## src/rtl/vram_arbiter.sv

```systemverilog
// vram_arbiter: serves the VRAM requests of NUM_CORES cores on one single-port
// synchronous VRAM, one transaction at a time, with all outputs registered.
// Optional build macro VRAM_ARB_FIXED_PRIO_EN: lowest-index active core wins.
// Without it (default) arbitration is round robin, starting after last_grant.
module vram_arbiter #(
  parameter int unsigned NUM_CORES       = 4,
  parameter int unsigned VRAM_ADDR_WIDTH = 16,
  parameter int unsigned VRAM_WORD_WIDTH = 24,
  parameter int unsigned READ_LATENCY    = 1
) (
  input  logic                                   clk,
  input  logic                                   rst,
  input  logic [NUM_CORES-1:0]                   core_vram_active,
  input  logic [NUM_CORES-1:0]                   core_vram_w,
  input  logic [NUM_CORES*VRAM_ADDR_WIDTH-1:0]   core_vram_addr,
  input  logic [NUM_CORES*VRAM_WORD_WIDTH-1:0]   core_vram_in,
  output logic [VRAM_WORD_WIDTH-1:0]             core_vram_out,
  output logic [NUM_CORES-1:0]                   core_vram_ready,
  output logic                                   mem_en,
  output logic                                   mem_we,
  output logic [VRAM_ADDR_WIDTH-1:0]             mem_addr,
  output logic [VRAM_WORD_WIDTH-1:0]             mem_wdata,
  input  logic [VRAM_WORD_WIDTH-1:0]             mem_rdata,
  output logic [$clog2(NUM_CORES)-1:0]           grant_id,
  output logic                                   busy
);

  localparam int unsigned GID_W = $clog2(NUM_CORES);
  localparam int unsigned CNT_W = (READ_LATENCY > 1) ? $clog2(READ_LATENCY) : 1;
  localparam logic [CNT_W-1:0] CNT_LAST = CNT_W'(READ_LATENCY - 1);

  typedef enum logic [1:0] {S_IDLE, S_ISSUE, S_WAIT, S_DONE} state_t;

  state_t                       state, state_nxt;
  logic [CNT_W-1:0]             cnt, cnt_nxt;
  logic [GID_W-1:0]             winner;
  logic                         mem_en_nxt, mem_we_nxt, busy_nxt;
  logic [VRAM_ADDR_WIDTH-1:0]   mem_addr_nxt;
  logic [VRAM_WORD_WIDTH-1:0]   mem_wdata_nxt, out_nxt;
  logic [NUM_CORES-1:0]         ready_nxt;
  logic [GID_W-1:0]             grant_nxt;

  logic [VRAM_ADDR_WIDTH-1:0]   addr_arr  [NUM_CORES];
  logic [VRAM_WORD_WIDTH-1:0]   wdata_arr [NUM_CORES];

  // Split the flattened per-core buses into arrays.
  for (genvar g = 0; g < NUM_CORES; g++) begin : g_unpack
    assign addr_arr[g]  = core_vram_addr[g*VRAM_ADDR_WIDTH +: VRAM_ADDR_WIDTH];
    assign wdata_arr[g] = core_vram_in[g*VRAM_WORD_WIDTH +: VRAM_WORD_WIDTH];
  end

`ifdef VRAM_ARB_FIXED_PRIO_EN
  // Fixed priority: lowest-index active core wins.
  always_comb begin
    winner = '0;
    for (int i = int'(NUM_CORES) - 1; i >= 0; i--) begin
      if (core_vram_active[GID_W'(i)]) winner = GID_W'(i);
    end
  end
`else
  logic [GID_W-1:0] last_grant;
  logic [GID_W-1:0] rr_idx;
  logic             rr_found;

  // Round robin: first active core after last_grant, wrapping.
  always_comb begin
    winner   = last_grant;
    rr_idx   = '0;
    rr_found = 1'b0;
    for (int i = 1; i <= int'(NUM_CORES); i++) begin
      rr_idx = GID_W'((int'(last_grant) + i) % int'(NUM_CORES));
      if (!rr_found && core_vram_active[rr_idx]) begin
        winner   = rr_idx;
        rr_found = 1'b1;
      end
    end
  end

  // Remember the last winner; reset value makes core 0 win first.
  always_ff @(posedge clk) begin
    if (rst) begin
      last_grant <= GID_W'(NUM_CORES - 1);
    end else if (state == S_IDLE && |core_vram_active) begin
      last_grant <= winner;
    end
  end
`endif

  // Next state and next values of all registered outputs.
  always_comb begin
    state_nxt     = state;
    cnt_nxt       = cnt;
    mem_en_nxt    = 1'b0;
    mem_we_nxt    = 1'b0;
    mem_addr_nxt  = mem_addr;
    mem_wdata_nxt = mem_wdata;
    out_nxt       = core_vram_out;
    ready_nxt     = '0;
    grant_nxt     = grant_id;
    case (state)
      S_IDLE: begin
        if (|core_vram_active) begin
          state_nxt     = S_ISSUE;
          grant_nxt     = winner;
          mem_en_nxt    = 1'b1;
          mem_we_nxt    = core_vram_w[winner];
          mem_addr_nxt  = addr_arr[winner];
          mem_wdata_nxt = wdata_arr[winner];
        end
      end
      S_ISSUE: begin
        // mem_we still holds the latched direction during ISSUE.
        if (mem_we) begin
          state_nxt           = S_DONE;
          ready_nxt[grant_id] = 1'b1;
        end else begin
          state_nxt = S_WAIT;
          cnt_nxt   = '0;
        end
      end
      S_WAIT: begin
        if (cnt == CNT_LAST) begin
          state_nxt           = S_DONE;
          out_nxt             = mem_rdata;
          ready_nxt[grant_id] = 1'b1;
        end else begin
          cnt_nxt = cnt + CNT_W'(1);
        end
      end
      S_DONE: state_nxt = S_IDLE;
      default: state_nxt = S_IDLE;
    endcase
    busy_nxt = (state_nxt != S_IDLE);
  end

  // State and output registers; reset abandons any transaction in flight.
  always_ff @(posedge clk) begin
    if (rst) begin
      state           <= S_IDLE;
      cnt             <= '0;
      mem_en          <= 1'b0;
      mem_we          <= 1'b0;
      mem_addr        <= '0;
      mem_wdata       <= '0;
      core_vram_out   <= '0;
      core_vram_ready <= '0;
      grant_id        <= '0;
      busy            <= 1'b0;
    end else begin
      state           <= state_nxt;
      cnt             <= cnt_nxt;
      mem_en          <= mem_en_nxt;
      mem_we          <= mem_we_nxt;
      mem_addr        <= mem_addr_nxt;
      mem_wdata       <= mem_wdata_nxt;
      core_vram_out   <= out_nxt;
      core_vram_ready <= ready_nxt;
      grant_id        <= grant_nxt;
      busy            <= busy_nxt;
    end
  end

endmodule

```

## config.mk

```make
export PLATFORM = sky130hd
export DESIGN_NAME = vram_arbiter
export DESIGN_NICKNAME = d
export VERILOG_FILES = /design/src/rtl/vram_arbiter.sv
export SDC_FILE = /design/constraint.sdc
export NUM_CORES = 1
export LEC_CHECK = 0
export BUFFER_PORTS_ARGS = -buffer_cell sky130_fd_sc_hd__buf_4
export CAP_MARGIN = 5
export CORE_MARGIN = 4
export CORE_UTILIZATION = 38
export DETAILED_ROUTE_END_ITERATION = 10
export PLACE_DENSITY = 0.77
export SETUP_SLACK_MARGIN = 0.02
export SYNTH_ARGS = -nofsm -noshare
export SYNTH_HDL_FRONTEND = slang
export SYNTH_SLANG_ARGS = --single-unit
```

## constraint.sdc

```tcl
create_clock -name clk -period 1.6 [get_ports clk]
set_input_delay 0.16 -clock clk [delete_from_list [all_inputs] [get_ports clk]]
set_output_delay 0.16 -clock clk [all_outputs]
set_load 0.01 [all_outputs]
```

==> key figures, run 1 <==
Run status
  – Status: complete, but fails checks
  – Failing checks: setup timing

Yosys
  – Number of synthesized flops with an enable pin: 0
  – Post-synthesis sequential area ratio: 0.379
  – Top-area cell type share of the netlist area: 0.379
  – Total nets after synthesis: between 500 and 600
  – Largest cells by area after synthesis: dfxtp_1 (38%), mux2i_1 (26%), o221ai_2 (15%)
  – Syn Inst Count: between 300 and 400
  – Ys Warns: 0
  – Register bit total from synthesis: a little under 80
  – Top_reg_cell synth: dfxtp_1
  – Asr flop ratio synth: 0
  – Synth area leader: dfxtp_1
  – Yosys cell types: 35
  – Synth Area per Inst: around 11 sq um
  – Cell Area, Synth: roughly 0.004 sq mm

Drt
  – Vias: approximately 3900
  – Final WL: 14.1 mm
  – DR WL/cell: ~18 um
  – # DRC: 0
  – 1st-iter DRT viols: between 150 and 200
  – Antenna viol nets, final: 0
  – DR vias/cell: between 4 and 5
  – Router iterations before antenna repair: 4

Final layout
  – Fin nets: 850
  – Register area: 0.00155 sq mm
  – Fraction of layout cells with a size suffix above 1: 0.644
  – ANT cells: 0
  – Area delta synth->final: 71.5%
  – Layout fillers: 791
  – Combined area of the multi-input logic cells: between 0.002 and 0.003 sq mm

Worst setup path
  – Flop2flop setup slack: -0.13 ns
  – Crit path capture type: register
  – Worst Path Class, Setup: register to register
  – Crit path from: last_grant[0]
  – Arrival @ worst endpoint: around 2.0 ns
  – Worst reg2reg path depth: 7
  – Critical path peak fanout: 10
  – Max incr delay on CP: 0.39 ns
  – Worst path cell trace: nor2b_4 -> o21ba_4 -> a221oi_4 -> buf_6 -> buf_12 -> mux2i_2 -> o221ai_2
  – CP required: ~1.8 ns
  – Slowest cell on the critical path: dfxtp_4
  – Reg-to-Reg Start: last_grant[0]
  – Worst r2r dst: mem_addr[1]
  – Startpoint Class: register

Floorplanning
  – Row count: 37
  – Starting density of the core: 0.392
  – # IOs: between 200 and 300
  – Die X: approximately 110 um
  – Die ar.: 0.0124 sq mm
  – Core ar.: 0.0104 sq mm
  – Chip height: around 110 um

Power and ir drop
  – Pwr dens: approximately 1400 mW/mm^2
  – Peak VDD IR: about 0.00070 V
  – Static leakage: around 0.0032 uW

Min path
  – Worst min-delay path startpoint: mem_rdata[23]
  – WHS Endpoint: core_vram_out[23]
  – Hold depth: 3
  – Hold/Removal Path Class: input pin to register

Timing
  – Max-slew headroom: 0.745
  – Final Cycle Share: 1.08
  – Final setup viols: a little over 40
  – Final worst slack: -0.126 ns
  – Slew at the pin closest to its max-slew limit: 0.382 ns
  – Fin crit period: about 1.7 ns
  – Slew Viols, Final: 0
  – Fin Setup TNS: -3.83 ns
  – Max Freq: between 500 and 600 MHz
  – Hold slack: between 0.04 and 0.05 ns
  – Final number of hold-violating endpoints: 0
  – Clock Skew: 0.00898 ns
  – Unrepaired setup endpoints after global routing: true

Clocking
  – H-tree depth: 3
  – Total CTS buffers: 9
  – CTS max path bufs: 2
  – CTS Root Cell: clkbuf_8
  – Worst-path clk slew: approximately 0.09 ns
  – Post-CTS setup buffers: 0
  – CTS tree: done
  – CTS Sinks: 77
  – Post-CTS Hold Fix Bufs: 0
  – Clk_lat worst skew: between 0.3 and 0.4 ns

Flow run
  – MaxCap Viol Count: 0

Global routing
  – Initial antenna violation count: 0
  – Vias in the first global route: around 4200
  – Largest net degree at the start of global routing: 25
  – Gr ovfl total: 0
  – Global-route wire length before repair: 21.1 mm
  – GRT Total Usage: 0.208

Placed design
  – Pre-CTS setup slack: -0.206 ns
  – DP HPWL: approximately 11 mm
  – Placer's final routability congestion estimate: ~0.90
  – Port bufs: 266
## worst max path at each step
stage / to / depth (start not counted)
floorplan: mem_addr[0] / 7
global placement: mem_addr[14] / 8
detailed placement: mem_addr[14] / 8
CTS: mem_addr[8] / 7
global route: mem_wdata[13] / 7
finish: mem_addr[1] / 7
## cell usage after synthesis (3+ instances only)
library cell / number
a21oi_1: 3
buf_12: 8
buf_2: 6
buf_4: 8
clkbuf_1: 3
dfxtp_1: 77
ha_1: 4
inv_1: 3
mux2i_1: 105
nand2_1: 45
nor2_1: 33
nor2b_1: 4
o221ai_2: 40
## placed cells by master, fill, tap and decap left out, types with 3 or more instances in the layout
cell,synthesis,layout
buf_12,8,9
buf_4,8,282
buf_6,0,5
buf_8,0,4
clkbuf_8,0,9
dfxtp_1,77,75
ha_1,4,4
inv_1,3,3
mux2i_1,105,56
mux2i_2,0,33
mux2i_4,0,16
nand2_1,45,43
nand2_2,1,3
nor2_1,33,33
o221ai_2,40,40
## report_power, final
group          switching [uW]  internal, uW
Sequential                358          2520
Clock                     758           568
Combinational            2380          2970
## sequential cells by signal, indices dropped and copies added (netlist names), 2 cells and up
name and count:
grant_id 2, core_vram_ready 4, last_grant 2, state 2
core_vram_out 24, mem_wdata 24, mem_addr 16
## metrics by stage
step	instances	cell area, sq um	utilization	power [uW]
final	793	6980	0.673	9550
after global routing	793	6980	0.673	10100
after CTS	792	6750	0.651	9310
after detailed placement	775	6350	0.613	7580
after global placement	775	6350	0.613	7440
after floorplan	366	4100	-	5710
## routing by layer
metal	track usage	vias to the layer above	routed length [um]
li1	-	1930	-
met1	0.228	1829	5280
met2	0.390	168	7540
met3	0.0560	18	1020
met4	0.0641	0	208
met5	0	-	0
## what timing repair did
action | in CTS | in global routing
setup endpoints to repair | 41 | 46
pin swaps | 5 | 3
cloned | 1 | 1
resized for setup | 44 | 41
hold endpoints to repair | 0 | 0
## critical path, delay by kind of cell, from the launching register on
kind	cells	cell delay, ns
compound gates	3	0.53
flops	1	0.39
buf+inv	2	0.39
mux	1	0.25
simple gates	1	0.05
## cells by family (layout without fill, tap and decap cells)
family,Yosys count,count (layout),share of synthesized area
AO/OA/AOI/OAI,55,55,0.182
adder cells (fa/ha/maj),4,4,0.0123
buffers and inverters,30,321,0.0698
flip-flops,77,77,0.379
multiplexers,105,105,0.258
AND/OR/NAND/NOR,95,95,0.0990
## layout make-up
cell class	instances	area share
clock buffers	9	0.0177
repair buffers	302	0.353
clock inverters	7	0.00735
multi-input cells	259	0.374
well taps	136	0.0244
inverters	3	0.00161
flip-flops and latches	77	0.222
No activity file was read; power rests on OpenSTA's default activity.
==> run 2, diff against run 1 <==
==> constraint.sdc (replaced) <==
create_clock -name clk -period 1.6 [get_ports clk]
set_input_delay 0.32 -clock clk [delete_from_list [all_inputs] [get_ports clk]]
set_output_delay 0.32 -clock clk [all_outputs]
set_load 0.01 [all_outputs]
==> run 2 against run 1 <==
The run still ends with setup timing left. Largest cell class is now non-clock buffers. Setup slack gained 0.0031 ns. Sequential share of layout area grew 0.63 points. Fmax grew 0.18%. Die area is the same. Routed wire length shrank 0.27%. Global-route usage grew 0.68 points. Clock skew is essentially flat. Non-clock buffer count grew 1. Critical path type unchanged. Register-to-register slack is essentially flat. Clock-buffer cell count grew 1. Utilization shrank 1.9 points. Power shrank 1.3%.
==> key figures, run 2 (synthesized netlist as in run 1, its figures left out) <==
Run status
  – Status: complete, but fails checks
  – Failing checks: setup timing

Worst setup path
  – Arrival @ worst endpoint: 1.96 ns (about the same)
  – Crit path from: last_grant[0]
  – Reg-to-Reg Start: last_grant[0]
  – Worst reg2reg path depth: 7 (unchanged)
  – CP required: 1.84 ns (about the same)
  – Critical path peak fanout: 13 (+3)
  – Worst r2r dst: mem_addr[4]
  – Startpoint Class: register
  – Crit path capture type: register
  – Critical Path End: mem_addr[4]
  – Worst Path Class, Setup: register to register
  – Flop2flop setup slack: -0.12 ns (about the same)

Clocking
  – H-tree depth: 3 (unchanged)
  – CTS Root Cell: clkbuf_8
  – CTS max path bufs: 2 (unchanged)
  – Clk_lat worst skew: 0.36 ns (about the same)
  – Total CTS buffers: 9 (unchanged)
  – CTS Sinks: 77 (unchanged)
  – Worst-path clk slew: 0.09 ns (about the same)
  – Post-CTS Hold Fix Bufs: 0 (unchanged)
  – CTS tree: done

Timing
  – Final worst slack: -0.123 ns (+0.00309 ns)
  – Final Cycle Share: 1.08 (-0.00193)
  – Unrepaired setup endpoints after global routing: true
  – Final setup viols: 41 (unchanged)
  – Clock Skew: 0.00910 ns (+0.000111 ns)
  – Slew at the pin closest to its max-slew limit: 0.388 ns (+0.00544 ns)
  – Max-slew headroom: 0.742 (-0.00363)
  – Max Freq: 580 MHz (+0.18%)
  – Fin crit period: 1.72 ns (-0.00309 ns)
  – Slew Viols, Final: 0 (unchanged)
  – Final number of hold-violating endpoints: 0 (unchanged)

Global routing
  – Gr ovfl total: 0 (unchanged)
  – Vias in the first global route: 4252 (+2.1%)
  – GRT Total Usage: 0.215 (+0.00681)
  – Global-route wire length before repair: 21.5 mm (+2.3%)
  – Initial antenna violation count: 0 (unchanged)
  – Largest net degree at the start of global routing: 25 (unchanged)

Drt
  – 1st-iter DRT viols: 172 (+6.2%)
  – # DRC: 0 (unchanged)
  – Final WL: 14.0 mm (-0.27%)
  – DR vias/cell: 5.03 (+1.1%)
  – DR WL/cell: 17.6 um (-0.40%)
  – Router iterations before antenna repair: 4 (unchanged)
  – Vias: 3992 (+1.2%)
  – Antenna viol nets, final: 0 (unchanged)

Floorplanning
  – Core ar.: 0.0104 sq mm (unchanged)
  – Chip height: 111 um (unchanged)
  – # IOs: 267 (unchanged)
  – Die X: 111 um (unchanged)
  – Die ar.: 0.0124 sq mm (unchanged)
  – Starting density of the core: 0.392 (unchanged)
  – Row count: 37 (unchanged)

Final layout
  – Fraction of layout cells with a size suffix above 1: 0.600 (-0.0435)
  – Final Core Density: 0.654 (-0.0192)
  – Most common cell after layout, fill and taps aside: buf_4
  – Largest regs: core_vram_out: 24 flops, mem_wdata: 24 flops, mem_addr: 16 flops
  – Fin nets: 851 (+0.12%)
  – Most frequent cells in the layout: buf_4 (290), mux2i_1 (84), dfxtp_1 (76)
  – Layout fillers: 825 (+4.3%)
  – ANT cells: 0 (unchanged)
  – Area delta synth->final: 66.6%
  – Post-route insts no fill: 794 (+0.13%)

Placed design
  – Port bufs: 266 (unchanged)
  – Placer's final routability congestion estimate: 0.951 (+5.8%)
  – Inst Count DP: 775 (unchanged)
  – DP HPWL: 11.0 mm (+3.2%)

Power and ir drop
  – Peak VDD IR: 0.000861 V (+23%)
  – Static leakage: 0.00322 uW (+2.0%)
  – Pwr dens: 1390 mW/mm^2 (+1.6%)

Flow run
  – MaxCap Viol Count: 0 (unchanged)

Min path
  – Hold/Removal Path Class: input pin to register
run 2: changes by cell type in the layout (fill, tap and decap cells not counted), sizes merged:
| cell | delta |
|---|---|
| buf | +2 |
| clkinv | -2 |
| bufinv | +1 |
| clkinvlp | -2 |
| inv | +2 |
run 2: worst min-delay path by stage:
stage | start | to | slack [ns] | cells after the start
after floorplan | rst | state[0] | 0.40 | 1
after global placement | mem_wdata[15] | mem_wdata[15] | 0.45 | 2
after detailed placement | mem_wdata[8] | mem_wdata[8] | 0.45 | 2
after CTS | mem_rdata[20] | core_vram_out[20] | 0.18 | 3
after global routing | mem_rdata[8] | core_vram_out[8] | 0.20 | 3
final | mem_rdata[14] | core_vram_out[14] | 0.19 | 3
run 2: worst max-delay path: stages, from the launching register on:
cell	delay (ns)
dfxtp_4	0.38
nand2b_4	0.14
o21ai_4	0.06
a221oi_4	0.25
buf_6	0.21
buf_12	0.17
mux2i_1	0.27
o221ai_2	0.12
run 2: metal layers:
layer	global-route usage	routed length, um	up-vias
li1	-	-	1920
met1	0.230	5160	1877
met2	0.400	7450	169
met3	0.0707	1130	26
met4	0.0649	274	0
met5	0	0	-
run 2: layout make-up:
| cell class | count | area [sq um] | area share |
|---|---|---|---|
| repair buffers | 303 | 2420 | 0.357 |
| clock buffers | 10 | 138 | 0.0203 |
| clock inverters | 6 | 78.8 | 0.0116 |
| inverters | 3 | 11.3 | 0.00166 |
| multi-input cells | 259 | 2410 | 0.356 |
| well taps | 136 | 170 | 0.0251 |
| flip-flops and latches | 77 | 1550 | 0.228 |
run 2: timing repair:
item | 4_1_cts | 5_1_grt
resized for setup | 13 | 21
cloned | 1 | 0
buffers inserted | 1 | 1
setup endpoints to repair | 41 | 44
pin swaps | 1 | 1
endpoints found under the hold margin | 0 | 0
run 2: power by group:
group	switching, uW	leakage (uW)	total (uW)	internal, uW
sequential	341	0.000633	2850	2510
clock	811	0.000111	1610	797
combinational	2260	0.00247	4970	2710
total	3410	0.00322	9430	6020
run 2: metrics by stage:
step	worst slack, ns	total power, uW	setup TNS [ns]	cell area [sq um]	hold slack [ns]
floorplan	-0.0259	5710	-0.958	4100	0.396
global placement	-0.300	7500	-10.04	6370	0.451
detailed placement	-0.358	7610	-11.00	6370	0.451
CTS	-0.119	9410	-3.43	6680	0.179
global route	-0.197	10000	-6.93	6780	0.200
finish	-0.123	9430	-2.85	6780	0.194
==> run 3, diff against run 2 <==
CORE_ASPECT_RATIO = 0.5   (was unset)
==> run 3 against run 2 <==
The flow still finishes with violations (setup timing). Non-clock buffer count increased by 7. Utilization rose by 4.7 points. Cell count up 1.4%. Highest routed layer unchanged. Via count shrank 0.43%. Largest cell class is now multi-input gates. Global-route usage decreased by 1.7 points. Clock skew is 0.00059 ns lower. Critical path depth is the same. Fmax down 4.1%.
==> key figures, run 3 (synthesized netlist as in run 1, its figures left out) <==
Run status
  – Status: complete, but fails checks
  – Failing checks: setup timing

Timing
  – Final worst slack: -0.196 ns (-0.0730 ns)
  – Max Freq: 557 MHz (-4.1%)
  – Max-slew headroom: 0.763 (+0.0212)
  – Hold slack: 0.221 ns (+0.0262 ns)
  – Slew at the pin closest to its max-slew limit: 0.354 ns (-0.0331 ns)
  – Final setup viols: 43 (+4.9%)
  – Final Cycle Share: 1.12 (+0.0456)
  – Final number of hold-violating endpoints: 0 (unchanged)
  – Slew Viols, Final: 0 (unchanged)
  – Unrepaired setup endpoints after global routing: true
  – Fin crit period: 1.80 ns (+0.0730 ns)
  – Clock Skew: 0.00851 ns (-0.000590 ns)

Placed design
  – Placer's final routability congestion estimate: 0.809 (-15%)
  – Pre-CTS setup slack: -0.296 ns (+0.0621 ns)
  – Placed cell area: 0.00636 sq mm (-0.20%)
  – DP HPWL: 10.2 mm (-7.3%)
  – Port bufs: 266 (unchanged)

Drt
  – DR vias/cell: 4.94 (-1.8%)
  – DR WL/cell: 17.4 um (-1.6%)
  – 1st-iter DRT viols: 137 (-20%)
  – Router iterations before antenna repair: 4 (unchanged)
  – Antenna viol nets, final: 0 (unchanged)
  – Vias: 3975 (-0.43%)
  – Final WL: 14.0 mm (-0.26%)
  – # DRC: 0 (unchanged)

Worst setup path
  – Arrival @ worst endpoint: 2.00 ns (+0.04 ns)
  – Worst r2r dst: mem_wdata[9]
  – Worst Path Class, Setup: register to register
  – CP required: 1.80 ns (-0.04 ns)
  – Critical path peak fanout: 8 (-5)
  – Crit-path leading delay family: compound AO/OA/AOI/OAI gates
  – Flop2flop setup slack: -0.20 ns (-0.07 ns)
  – Crit path capture type: register
  – Slowest cell on the critical path: dfxtp_4
  – Worst Path Buf+Inv: 2 (unchanged)
  – Worst reg2reg path depth: 7 (unchanged)
  – Worst path cell trace: nor2b_4 -> o21ba_4 -> a221oi_4 -> buf_6 -> buf_6 -> mux2i_1 -> o221ai_2
  – Critical Path Most Common Cell: buf_6
  – Startpoint Class: register
  – Max incr delay on CP: 0.38 ns (about the same)
  – Reg-to-Reg Start: last_grant[0]

Power and ir drop
  – Total power: 10500 uW (+11%)
  – Static leakage: 0.00330 uW (+2.6%)
  – Pwr dens: 1450 mW/mm^2 (+4.4%)
  – Peak VDD IR: 0.000854 V (-0.75%)

Clocking
  – Clk_lat worst skew: 0.33 ns (-0.03 ns)
  – CTS Sinks: 77 (unchanged)
  – Worst-path clk slew: 0.07 ns (-0.02 ns)
  – H-tree depth: 3 (unchanged)
  – CTS Root Cell: clkbuf_16
  – CTS max path bufs: 2 (unchanged)
  – Total CTS buffers: 9 (unchanged)
  – CTS tree: done

Floorplanning
  – Die ar.: 0.0125 sq mm (+0.81%)
  – Die X: 154 um (+38%)
  – Chip height: 81.2 um (-27%)
  – Row count: 26 (-30%)
  – # IOs: 267 (unchanged)
  – Core ar.: 0.0103 sq mm (-0.55%)
  – Starting density of the core: 0.395 (+0.00219)

Final layout
  – Fin nets: 858 (+0.82%)
  – Final Core Density: 0.701 (+0.0471)
  – Design Area, Final: 0.00723 sq mm (+6.6%)
  – Register area: 0.00155 sq mm (unchanged)
  – Layout fillers: 745 (-9.7%)
  – Largest regs: core_vram_out: 24 flops, mem_wdata: 24 flops, mem_addr: 16 flops
  – Area delta synth->final: 77.6%
  – Fraction of layout cells with a size suffix above 1: 0.645 (+0.0448)
  – Most common cell after layout, fill and taps aside: buf_4
  – ANT cells: 0 (unchanged)
  – Most frequent cells in the layout: buf_4 (289), dfxtp_1 (76), mux2i_1 (62)
  – Combined area of the multi-input logic cells: 0.00265 sq mm (+9.7%)

Global routing
  – Global-route wire length before repair: 20.0 mm (-6.9%)
  – Vias in the first global route: 4081 (-4.0%)
  – Largest net degree at the start of global routing: 25 (unchanged)
  – Gr ovfl total: 0 (unchanged)
  – GRT Total Usage: 0.198 (-0.0167)
  – Initial antenna violation count: 0 (unchanged)

Min path
  – WHS Endpoint: core_vram_out[16]
  – Hold/Removal Path Class: input pin to register
  – Worst min-delay path startpoint: mem_rdata[16]
  – Hold depth: 3 (unchanged)

Flow run
  – MaxCap Viol Count: 0 (unchanged)
run 3: changes by cell type in the layout (fill, tap and decap cells not counted), moves of 2 or more:
cell / before / now
mux2i_1: 84 / 62
mux2i_4: 5 / 20
clkbuf_16: 0 / 11
clkbuf_8: 10 / 0
mux2i_2: 16 / 23
buf_6: 2 / 7
nor2_2: 0 / 2
nor3_1: 2 / 0
nor3_2: 0 / 2
run 3: how the worst max path moves through the flow:
| stage | cells past startpoint | end | from | slack [ns] |
|---|---|---|---|---|
| final | 7 | mem_wdata[9] | last_grant[0] | -0.20 |
| after global routing | 7 | mem_wdata[9] | last_grant[0] | -0.30 |
| after CTS | 7 | mem_wdata[6] | last_grant[0] | -0.10 |
| after detailed placement | 8 | mem_wdata[15] | core_vram_active[1] | -0.30 |
| after global placement | 8 | mem_we | core_vram_active[3] | -0.25 |
| after floorplan | 7 | mem_addr[0] | core_vram_active[3] | -0.03 |
run 3: where the power goes:
group / internal, uW / switching [uW]
Clock: 1230 / 860
Sequential: 2520 / 342
Combinational: 3100 / 2460
run 3: final cells by class:
| cell class | count | area share |
|---|---|---|
| well taps | 140 | 0.0242 |
| clock inverters | 7 | 0.0113 |
| clock buffers | 9 | 0.0312 |
| inverters | 3 | 0.00156 |
| flip-flops and latches | 77 | 0.214 |
| repair buffers | 310 | 0.352 |
| multi-input cells | 259 | 0.366 |
run 3: metrics by stage:
| stage | instances | TNS, ns |
|---|---|---|
| CTS | 798 | -2.87 |
| finish | 805 | -4.82 |
| detailed placement | 779 | -9.92 |
| global route | 805 | -9.31 |
| global placement | 779 | -9.33 |
| floorplan | 366 | -0.958 |
run 3: worst min-delay path: cells and delay by family:
kind | cells | cell delay (ns)
buffers and inverters | 1 | 0.08
muxes | 1 | 0.05
and+or+nand+nor | 1 | 0.07
run 3: metal layers:
metal  global-route usage  share of wire  up-vias
li1                     -              -     1936
met4               0.0511          0.021        0
met2                0.389           0.54      121
met5                    0              0        -
met3               0.0522          0.050       23
met1                0.216           0.38     1895
run 3: what timing repair did:
item / in CTS / in global routing
endpoints found under the setup margin: 41 / 43
gates resized for setup: 44 / 41
pin swaps: 1 / 5
cloned: 1 / 2
hold buffers: 0 / 0
setup buffers: 2 / 5
